`config.mk`:
```
export PLATFORM = sky130hd
export DESIGN_NAME = fb_swap_ctrl
export DESIGN_NICKNAME = d
export VERILOG_FILES = /design/src/rtl/fb_swap_ctrl.sv
export SDC_FILE = /design/constraint.sdc
export NUM_CORES = 1
export LEC_CHECK = 0
export ABC_AREA = 1
export ABC_CLOCK_PERIOD_IN_PS = 1300
export BUFFER_PORTS_ARGS = -buffer_cell sky130_fd_sc_hd__buf_2
export CAP_MARGIN = 40
export CORE_AREA = 2 2 80 82
export CTS_CLUSTER_SIZE = 10
export DETAILED_ROUTE_END_ITERATION = 12
export DIE_AREA = 0 0 82 84
export REMOVE_ABC_BUFFERS = 1
export SYNTH_ARGS = -nofsm -noshare
export SYNTH_HDL_FRONTEND = slang
export SYNTH_SLANG_ARGS = --single-unit
```
`constraint.sdc`:
```
create_clock -name clk -period 1.3 [get_ports clk]
set_clock_uncertainty 0.2 [all_clocks]
set_input_delay 0.26 -clock clk [delete_from_list [all_inputs] [get_ports clk]]
set_output_delay 0.26 -clock clk [all_outputs]
set_load 0.02 [all_outputs]
```
`src/rtl/fb_swap_ctrl.sv`:
```
// Double-buffered framebuffer controller: front bank feeds the display, back bank takes renderer writes.
// Optional post-swap clear of the new back bank is compiled in with FB_SWAP_CLEAR_EN.
`timescale 1ns/1ps
module fb_swap_ctrl #(
   parameter int ADDR_W = 10,
   parameter int PIX_W  = 12
) (
   input  logic                 clk,
   input  logic                 rst,
   input  logic [ADDR_W-1:0]    rd_addr,
   output logic [PIX_W-1:0]     rd_data_top,
   output logic [PIX_W-1:0]     rd_data_btm,
   input  logic                 frame_end,
   input  logic                 wr_valid,
   output logic                 wr_ready,
   input  logic [ADDR_W-1:0]    wr_addr,
   input  logic [2*PIX_W-1:0]   wr_data,
   input  logic                 swap_req,
   output logic                 swap_done,
   input  logic [PIX_W-1:0]     clear_color,
   output logic                 clr_busy,
   output logic                 front_sel,
   output logic [ADDR_W-1:0]    bank_a_addr,
   output logic                 bank_a_we,
   output logic [2*PIX_W-1:0]   bank_a_wdata,
   input  logic [2*PIX_W-1:0]   bank_a_rdata,
   output logic [ADDR_W-1:0]    bank_b_addr,
   output logic                 bank_b_we,
   output logic [2*PIX_W-1:0]   bank_b_wdata,
   input  logic [2*PIX_W-1:0]   bank_b_rdata
);

   typedef enum logic [1:0] {
      IDLE,
      SWAP_PEND
`ifdef FB_SWAP_CLEAR_EN
      , CLEAR
`endif
   } state_t;

   state_t               state;
   state_t               next_state;
   logic                 swap_fire;
   logic                 front_sel_d;
   logic                 back_we;
   logic [ADDR_W-1:0]    back_addr;
   logic [2*PIX_W-1:0]   back_wdata;

`ifdef FB_SWAP_CLEAR_EN
   logic [ADDR_W-1:0]    clr_cnt;
`endif

   always_comb begin
      next_state = state;
      swap_fire  = 1'b0;
      case (state)
         IDLE: begin
            if (swap_req) next_state = SWAP_PEND;
         end
         SWAP_PEND: begin
            if (frame_end) begin
               swap_fire  = 1'b1;
`ifdef FB_SWAP_CLEAR_EN
               next_state = CLEAR;
`else
               next_state = IDLE;
`endif
            end
         end
`ifdef FB_SWAP_CLEAR_EN
         CLEAR: begin
            if (clr_cnt == '1) next_state = IDLE;
         end
`endif
         default: next_state = IDLE;
      endcase
   end

   always_ff @(posedge clk or negedge rst) begin
      if (!rst) state <= IDLE;
      else      state <= next_state;
   end

   // wr_ready is registered so it stays low through reset and rises on the first edge after release
   always_ff @(posedge clk or negedge rst) begin
      if (!rst) begin
         front_sel   <= 1'b0;
         front_sel_d <= 1'b0;
         swap_done   <= 1'b0;
         wr_ready    <= 1'b0;
      end else begin
         front_sel_d <= front_sel;
         swap_done   <= swap_fire;
         wr_ready    <= (next_state == IDLE);
         if (swap_fire) front_sel <= ~front_sel;
      end
   end

`ifdef FB_SWAP_CLEAR_EN
   always_ff @(posedge clk or negedge rst) begin
      if (!rst) begin
         clr_cnt  <= '0;
         clr_busy <= 1'b0;
      end else begin
         clr_busy <= (next_state == CLEAR);
         if (clr_busy) clr_cnt <= clr_cnt + {{(ADDR_W-1){1'b0}}, 1'b1};
         else          clr_cnt <= '0;
      end
   end

   always_comb begin
      back_we    = clr_busy | (wr_valid & wr_ready);
      back_addr  = clr_busy ? clr_cnt : wr_addr;
      back_wdata = clr_busy ? {clear_color, clear_color} : wr_data;
   end
`else
   logic unused_clear;
   assign unused_clear = ^clear_color;
   assign clr_busy     = 1'b0;

   always_comb begin
      back_we    = wr_valid & wr_ready;
      back_addr  = wr_addr;
      back_wdata = wr_data;
   end
`endif

   always_comb begin
      bank_a_addr  = rd_addr;
      bank_a_we    = 1'b0;
      bank_a_wdata = '0;
      bank_b_addr  = rd_addr;
      bank_b_we    = 1'b0;
      bank_b_wdata = '0;
      if (front_sel) begin
         bank_a_addr  = back_addr;
         bank_a_we    = back_we;
         bank_a_wdata = back_wdata;
      end else begin
         bank_b_addr  = back_addr;
         bank_b_we    = back_we;
         bank_b_wdata = back_wdata;
      end
   end

   // Select by the bank that was front when the address was sampled, so no word is torn at a swap
   assign {rd_data_top, rd_data_btm} = front_sel_d ? bank_b_rdata : bank_a_rdata;

endmodule

```
==> results of run 1 <==
## cell usage in the layout, fill, tap and decap left out
| cell type | count |
|---|---|
| clkbuf_1 | 1 |
| inv_4 | 1 |
| buf_12 | 7 |
| buf_2 | 101 |
| o21ai_4 | 5 |
| nor2_2 | 7 |
| inv_2 | 17 |
| conb_1 | 2 |
| dfrtp_1 | 4 |
| nor3_4 | 1 |
| dfrtp_2 | 2 |
| o21ai_1 | 26 |
| buf_4 | 47 |
| nor3_2 | 1 |
| clkbuf_16 | 3 |
| nand2_1 | 29 |
| buf_6 | 48 |
| nand3_1 | 1 |
| dlygate4sd3_1 | 1 |
| diode_2 | 1 |
| nand2_4 | 30 |
| nor2_1 | 11 |
| buf_8 | 1 |
| clkbuf_8 | 3 |
| nor2_4 | 9 |
| nand2_2 | 14 |
| inv_1 | 69 |
| buf_16 | 8 |
| o21ai_0 | 1 |
| o21ai_2 | 12 |
## synthesized netlist by cell type
| cell | n |
|---|---|
| inv_1 | 86 |
| nand2_1 | 73 |
| o21ai_0 | 36 |
| nor2_1 | 27 |
| o21ai_1 | 8 |
| buf_2 | 6 |
| dfrtp_1 | 6 |
| buf_4 | 5 |
| buf_6 | 3 |
| clkbuf_1 | 1 |
| clkbuf_2 | 1 |
| conb_1 | 1 |
| inv_2 | 1 |
| nand3_1 | 1 |
| nor3_1 | 1 |
| nor3_2 | 1 |
## where the power goes
part	internal (W)	switching, W
logic	0.00248	0.00263
clock network	0.000211	0.0000816
registers	0.000219	0.0000609
total	0.00291	0.00277
## per-stage QoR
step	cells	total power, W
6_report	540	0.00568
3_5_place_dp	519	0.00309
5_1_grt	540	0.00601
3_3_place_gp	519	0.00307
2_1_floorplan	242	0.00190
4_1_cts	535	0.00469
## kinds of logic after synthesis
kind of cell | synth area share
and+or+nand+nor | 0.328
buffers and inverters | 0.362
AOI/OAI and AO/OA | 0.183
DFF | 0.124
other | 0.00311
## worst max-delay path by stage
stage	cells after the start	end	start	slack, ns
floorplan	2	bank_a_addr[0]	front_sel	-1.58
global placement	4	bank_b_wdata[9]	front_sel	-0.19
detailed placement	3	rd_data_top[9]	front_sel_d	-0.22
CTS	4	bank_b_wdata[23]	front_sel	-0.41
global route	5	rd_data_btm[4]	front_sel_d	-0.49
finish	4	rd_data_btm[0]	front_sel_d	-0.45
## sequential cells by signal, indices dropped and copies added, names as in the netlist
signal / flops
front_sel: 1
state: 2
wr_ready: 1
front_sel_d: 1
swap_done: 1
## layer usage
layer / share of wire / global-route usage / wire length [um]
met4: 0.019 / 0.0348 / 138
met1: 0.33 / 0.164 / 2400
met5: 0 / 0 / 0
met2: 0.55 / 0.327 / 3950
met3: 0.098 / 0.0314 / 705
## final cells by class
| class | instances | area [um2] |
|---|---|---|
| fill | 534 | 2530 |
| timing repair buffer | 216 | 1860 |
| multi-input combinational | 149 | 1080 |
| inverter | 87 | 329 |
| sequential | 6 | 153 |
| tap | 77 | 96.3 |
| clock buffer | 4 | 45.0 |
| antenna | 1 | 2.50 |
## critical path, cell delays in order, from the launching register on
cell and delay (ns):
dfrtp_2 0.46, buf_4 0.17, clkbuf_16 0.15, o21ai_1 0.13, buf_4 0.15
## what timing repair did
action | in CTS | in global routing
endpoints found under the setup margin | 95 | 95
hold endpoints to repair | 6 | 0
hold buffers | 1 | 0
setup buffers | 3 | 1
pin swaps | 5 | 11
cloned | 8 | 3
gates resized for setup | 154 | 176
==> results by group, run 1 <==
Floorplan
  • Die Ht: 84 um
  • Die Width: 82 um
  • Die area: 6890 um2
  • Row count: 29
  • Num ports: 207
  • Initial Util: 0.198
  • Core Box Area: 6100 um2

Status
  • Status: finished with violations
  • Failing checks: setup timing

STA
  • RSZ-0062 raised after global routing: yes
  • Pins Over Slew Limit: 0
  • Setup_tns: -36.08 ns
  • # setup viols final: 95
  • Tmin final: 1.75 ns
  • Tcrit/Tclk final: 1.35
  • Fmax: 0.572 GHz
  • Hold WS: 0.111 ns
  • Worst setup margin: -0.449 ns
  • Final hold violation count: 0

Logic synthesis
  • Yosys Warn Count: 0
  • Synth cell types: 16
  • Post-synthesis sequential area ratio: 0.124
  • Synth Register Bits: 6
  • Synth top area share: 0.268
  • Post-Synthesis Cells: 257
  • Leading area contributor after synthesis: inv_1
  • Synth top area cells: inv_1, nand2_1, o21ai_0
  • Syn_area_per_cell: 4.69 um2
  • Mapped Area: 1210 um2

Worst hold path
  • Hold path endpoint: swap_done
  • HP Start: frame_end
  • Worst min path class: input pin to flip-flop
  • Hold path depth: 3

Route
  • Via Count: 2,339
  • Pre-antenna DRT Iters: 4
  • Vias/cell: 4.33
  • # DRC: 0
  • Antenna Violating Nets Remaining: 0
  • Drt wl/cell: 13.3 um
  • Initial DRC Count: 44
  • Routed Wire Length: 7200 um

Setup path
  • CP Capture Type: output pin
  • Reg2Reg Depth: 4
  • Reg-to-Reg End: front_sel
  • RR Startpoint: front_sel
  • R2r setup slk: 0.10 ns
  • Worst path required time: 0.84 ns
  • Critical path class: flip-flop to output pin
  • Critical Path Fanout Max: 6
  • CP Launch Type: flip-flop
  • Worst endpoint data arrival time: 1.29 ns

Clocking
  • CTS root buf: clkbuf_8
  • TritonCTS clock tree: done
  • Clk pin slew, worst setup/hold paths: 0.04 ns
  • Clk buf depth: 2
  • H-tree levels: 1
  • Clk sinks: 6
  • Total CTS buffers: 3
  • Skew-Pair Late Insertion Delay: 0.22 ns

Job
  • Max-Cap Viols: 0

Finish
  • Design Area, Final: 3570 um2
  • Layout area overhead: 196%
  • Nets: 572
  • Final core area utilization: 0.585
  • Proportion of layout cells with a drive suffix above 1: 0.686

Placement
  • RD Place Congestion: 0.743
  • Worst slack, placed: -0.219 ns
  • Placement Cell Area: 2270 um2
  • Buffers on Ports: 193
  • Post-DP HPWL: 4150 um

Global route
  • Largest net degree at the start of global routing: 28
  • Antenna violations before repair: 1
  • Total track usage: 0.163
  • Overflow after GRT: 0
  • First-pass GRT wire length: 8840 um
  • Vias in the first global route: 2,087

Power
  • Leak: 2.23 nW
  • Worst VDD drop: 0.866 mV
  • Power Density: 1590 nW/um2
(Power assumes the default switching activity.)
==> run 2: changes to the inputs <==
SETUP_SLACK_MARGIN = 0.3   (was default)
==> results by group, run 2 (synthesis gave the netlist of run 1 again) <==
Finish
  • Design Area, Final: 3530 um2 (was 3570 um2)
  • Layout area overhead: 192% (was 196%)
  • Proportion of layout cells with a drive suffix above 1: 0.688 (was 0.686)
  • Register Area: 153 um2 (unchanged)
  • Commonest non-fill, non-tap cells in the layout: buf_2, inv_1, buf_4, buf_6, nand2_1 (was buf_2, inv_1, buf_6, buf_4, nand2_4)
  • Most common cell after layout, fill and taps aside: buf_2 (unchanged)
  • Nets: 571 (was 572)
  • Max reg flops: 2 (unchanged)
  • Fillers: 540 (was 534)
  • Final core area utilization: 0.579 (was 0.585)
  • Area of the multi-input gates: 1060 um2 (was 1080 um2)
  • Reg with most FFs: state (unchanged)

Route
  • Initial DRC Count: 47 (was 44)
  • # DRC: 0 (unchanged)
  • Vias/cell: 4.29 (was 4.33)
  • Routed Wire Length: 7130 um (was 7200 um)
  • Antenna Violating Nets Remaining: 0 (unchanged)
  • Drt wl/cell: 13.2 um (was 13.3 um)
  • Pre-antenna DRT Iters: 4 (unchanged)
  • Via Count: 2,314 (was 2,339)

Power
  • Worst VDD drop: 0.866 mV (about the same)
  • Design internal power: 0.00285 W (was 0.00291 W)
  • Net switching power of the design: 0.00274 W (was 0.00277 W)
  • Leak: 2.20 nW (was 2.23 nW)
  • Power Density: 1580 nW/um2 (was 1590 nW/um2)
  • Sequential power share: 0.050 (was 0.049)
  • Comb pwr share: 0.897 (was 0.899)
  • Clock network power share: 0.053 (was 0.052)
  • Switching part of the total: 0.490 (was 0.487)

Clocking
  • Clk pin slew, worst setup/hold paths: 0.04 ns (about the same)
  • Clk sinks: 6 (unchanged)
  • H-tree levels: 1 (unchanged)
  • Skew-Pair Late Insertion Delay: 0.22 ns (about the same)
  • TritonCTS clock tree: done (unchanged)
  • Clk buf depth: 2 (unchanged)
  • CTS root buf: clkbuf_8 (unchanged)
  • Total CTS buffers: 3 (unchanged)

Placement
  • RD Place Congestion: 0.743 (unchanged)
  • Placement Cell Area: 2270 um2 (unchanged)
  • Post-DP HPWL: 4150 um (unchanged)
  • Buffers on Ports: 193 (unchanged)

Setup path
  • RR Startpoint: front_sel (unchanged)
  • Critical path class: flip-flop to output pin (unchanged)
  • Reg2Reg Depth: 4 (unchanged)
  • CP Launch Point: front_sel (was front_sel_d)
  • Worst endpoint data arrival time: 1.26 ns (was 1.29 ns)
  • R2r setup slk: 0.10 ns (about the same)
  • Reg-to-Reg End: front_sel (unchanged)
  • Critical Path Fanout Max: 27 (was 6)
  • Worst path required time: 0.84 ns (about the same)
  • CP Launch Type: flip-flop (unchanged)
  • CP Capture Type: output pin (unchanged)
  • Critical Path Sink: bank_b_wdata[9] (was rd_data_btm[0])

Floorplan
  • Core Box Area: 6100 um2 (unchanged)
  • Row count: 29 (unchanged)
  • Die Ht: 84 um (unchanged)
  • Die area: 6890 um2 (unchanged)
  • Num ports: 207 (unchanged)
  • Die Width: 82 um (unchanged)
  • Initial Util: 0.198 (unchanged)

STA
  • RSZ-0062 raised after global routing: yes (unchanged)
  • Pins Over Slew Limit: 0 (unchanged)
  • # setup viols final: 95 (unchanged)
  • Tmin final: 1.72 ns (was 1.75 ns)
  • Final hold violation count: 0 (unchanged)
  • Worst setup margin: -0.420 ns (was -0.449 ns)
  • Fmax: 0.581 GHz (was 0.572 GHz)
  • Tcrit/Tclk final: 1.32 (was 1.35)

Worst hold path
  • HP Start: frame_end (unchanged)
  • Worst min path class: input pin to flip-flop (unchanged)

Global route
  • Overflow after GRT: 0 (unchanged)
  • Global Route met2 Usage: 0.330 (was 0.327)
  • Global routing's busiest layer: met2 (unchanged)
  • GR Layer Usage met3: 0.0314 (unchanged)
  • First-pass GRT wire length: 8850 um (was 8840 um)
  • Antenna violations before repair: 1 (unchanged)
  • Total track usage: 0.163 (about the same)
  • Met1 usage: 0.162 (was 0.164)
  • Largest net degree at the start of global routing: 28 (unchanged)
  • Vias in the first global route: 2,097 (was 2,087)

Status
  • Status: finished with violations (unchanged)
  • Failing checks: setup timing (unchanged)

Job
  • Max-Cap Viols: 0 (unchanged)
==> run 2: area by class of cell <==
cell class / instances / area share
timing repair buffer: 215 / 0.521
multi-input combinational: 149 / 0.301
inverter: 87 / 0.0933
sequential: 6 / 0.0433
tap: 77 / 0.0273
clock buffer: 4 / 0.0128
antenna: 1 / 0.000709
==> run 2: worst min-delay path by stage <==
stage                      endpoint  slack [ns]  cells after the start
after floorplan           front_sel       -0.24                      0
after global placement     state[0]       -0.11                      1
after detailed placement   state[0]       -0.11                      1
after CTS                 swap_done        0.10                      3
after global routing      swap_done        0.13                      3
final                     swap_done        0.12                      3
==> run 2: what timing repair did <==
action,in CTS,in global routing
cloned,8,2
hold buffers,1,0
hold endpoints to repair,6,0
pin swaps,6,12
buffers inserted,4,0
setup endpoints to repair,99,100
gates resized for setup,154,176
==> run 2: power by group through the flow <==
| stage | registers [W] | logic, W | clock network, W |
|---|---|---|---|
| final | 0.000279 | 0.00501 | 0.000294 |
| after global routing | 0.000287 | 0.00530 | 0.000317 |
| after CTS | 0.000268 | 0.00411 | 0.000303 |
| after detailed placement | 0.000250 | 0.00284 | 0 |
| after global placement | 0.000249 | 0.00282 | 0 |
| after floorplan | 0.000448 | 0.00145 | 0 |
==> run 2: per-layer routing <==
layer | part of all wire | up-vias
met5 | 0 | -
met1 | 0.34 | 1036
met2 | 0.54 | 140
li1 | - | 1127
met4 | 0.020 | 0
met3 | 0.10 | 11
==> run 2: stage by stage <==
step           setup WS [ns]  total power (W)  std cells  hold slack [ns]  setup TNS [ns]
2_1_floorplan          -1.58          0.00190        242           -0.236          -86.52
6_report              -0.420          0.00558        539            0.116          -35.83
4_1_cts               -0.411          0.00468        536            0.104          -35.28
5_1_grt               -0.478          0.00590        539            0.132          -40.63
3_3_place_gp          -0.190          0.00307        519           -0.113           -6.72
3_5_place_dp          -0.219          0.00309        519           -0.109           -7.46
==> run 2: worst max-delay path, stage by stage (launching register included) <==
cell	delay, ns
dfrtp_2	0.46
buf_12	0.19
buf_6	0.12
nor2_2	0.10
buf_4	0.14
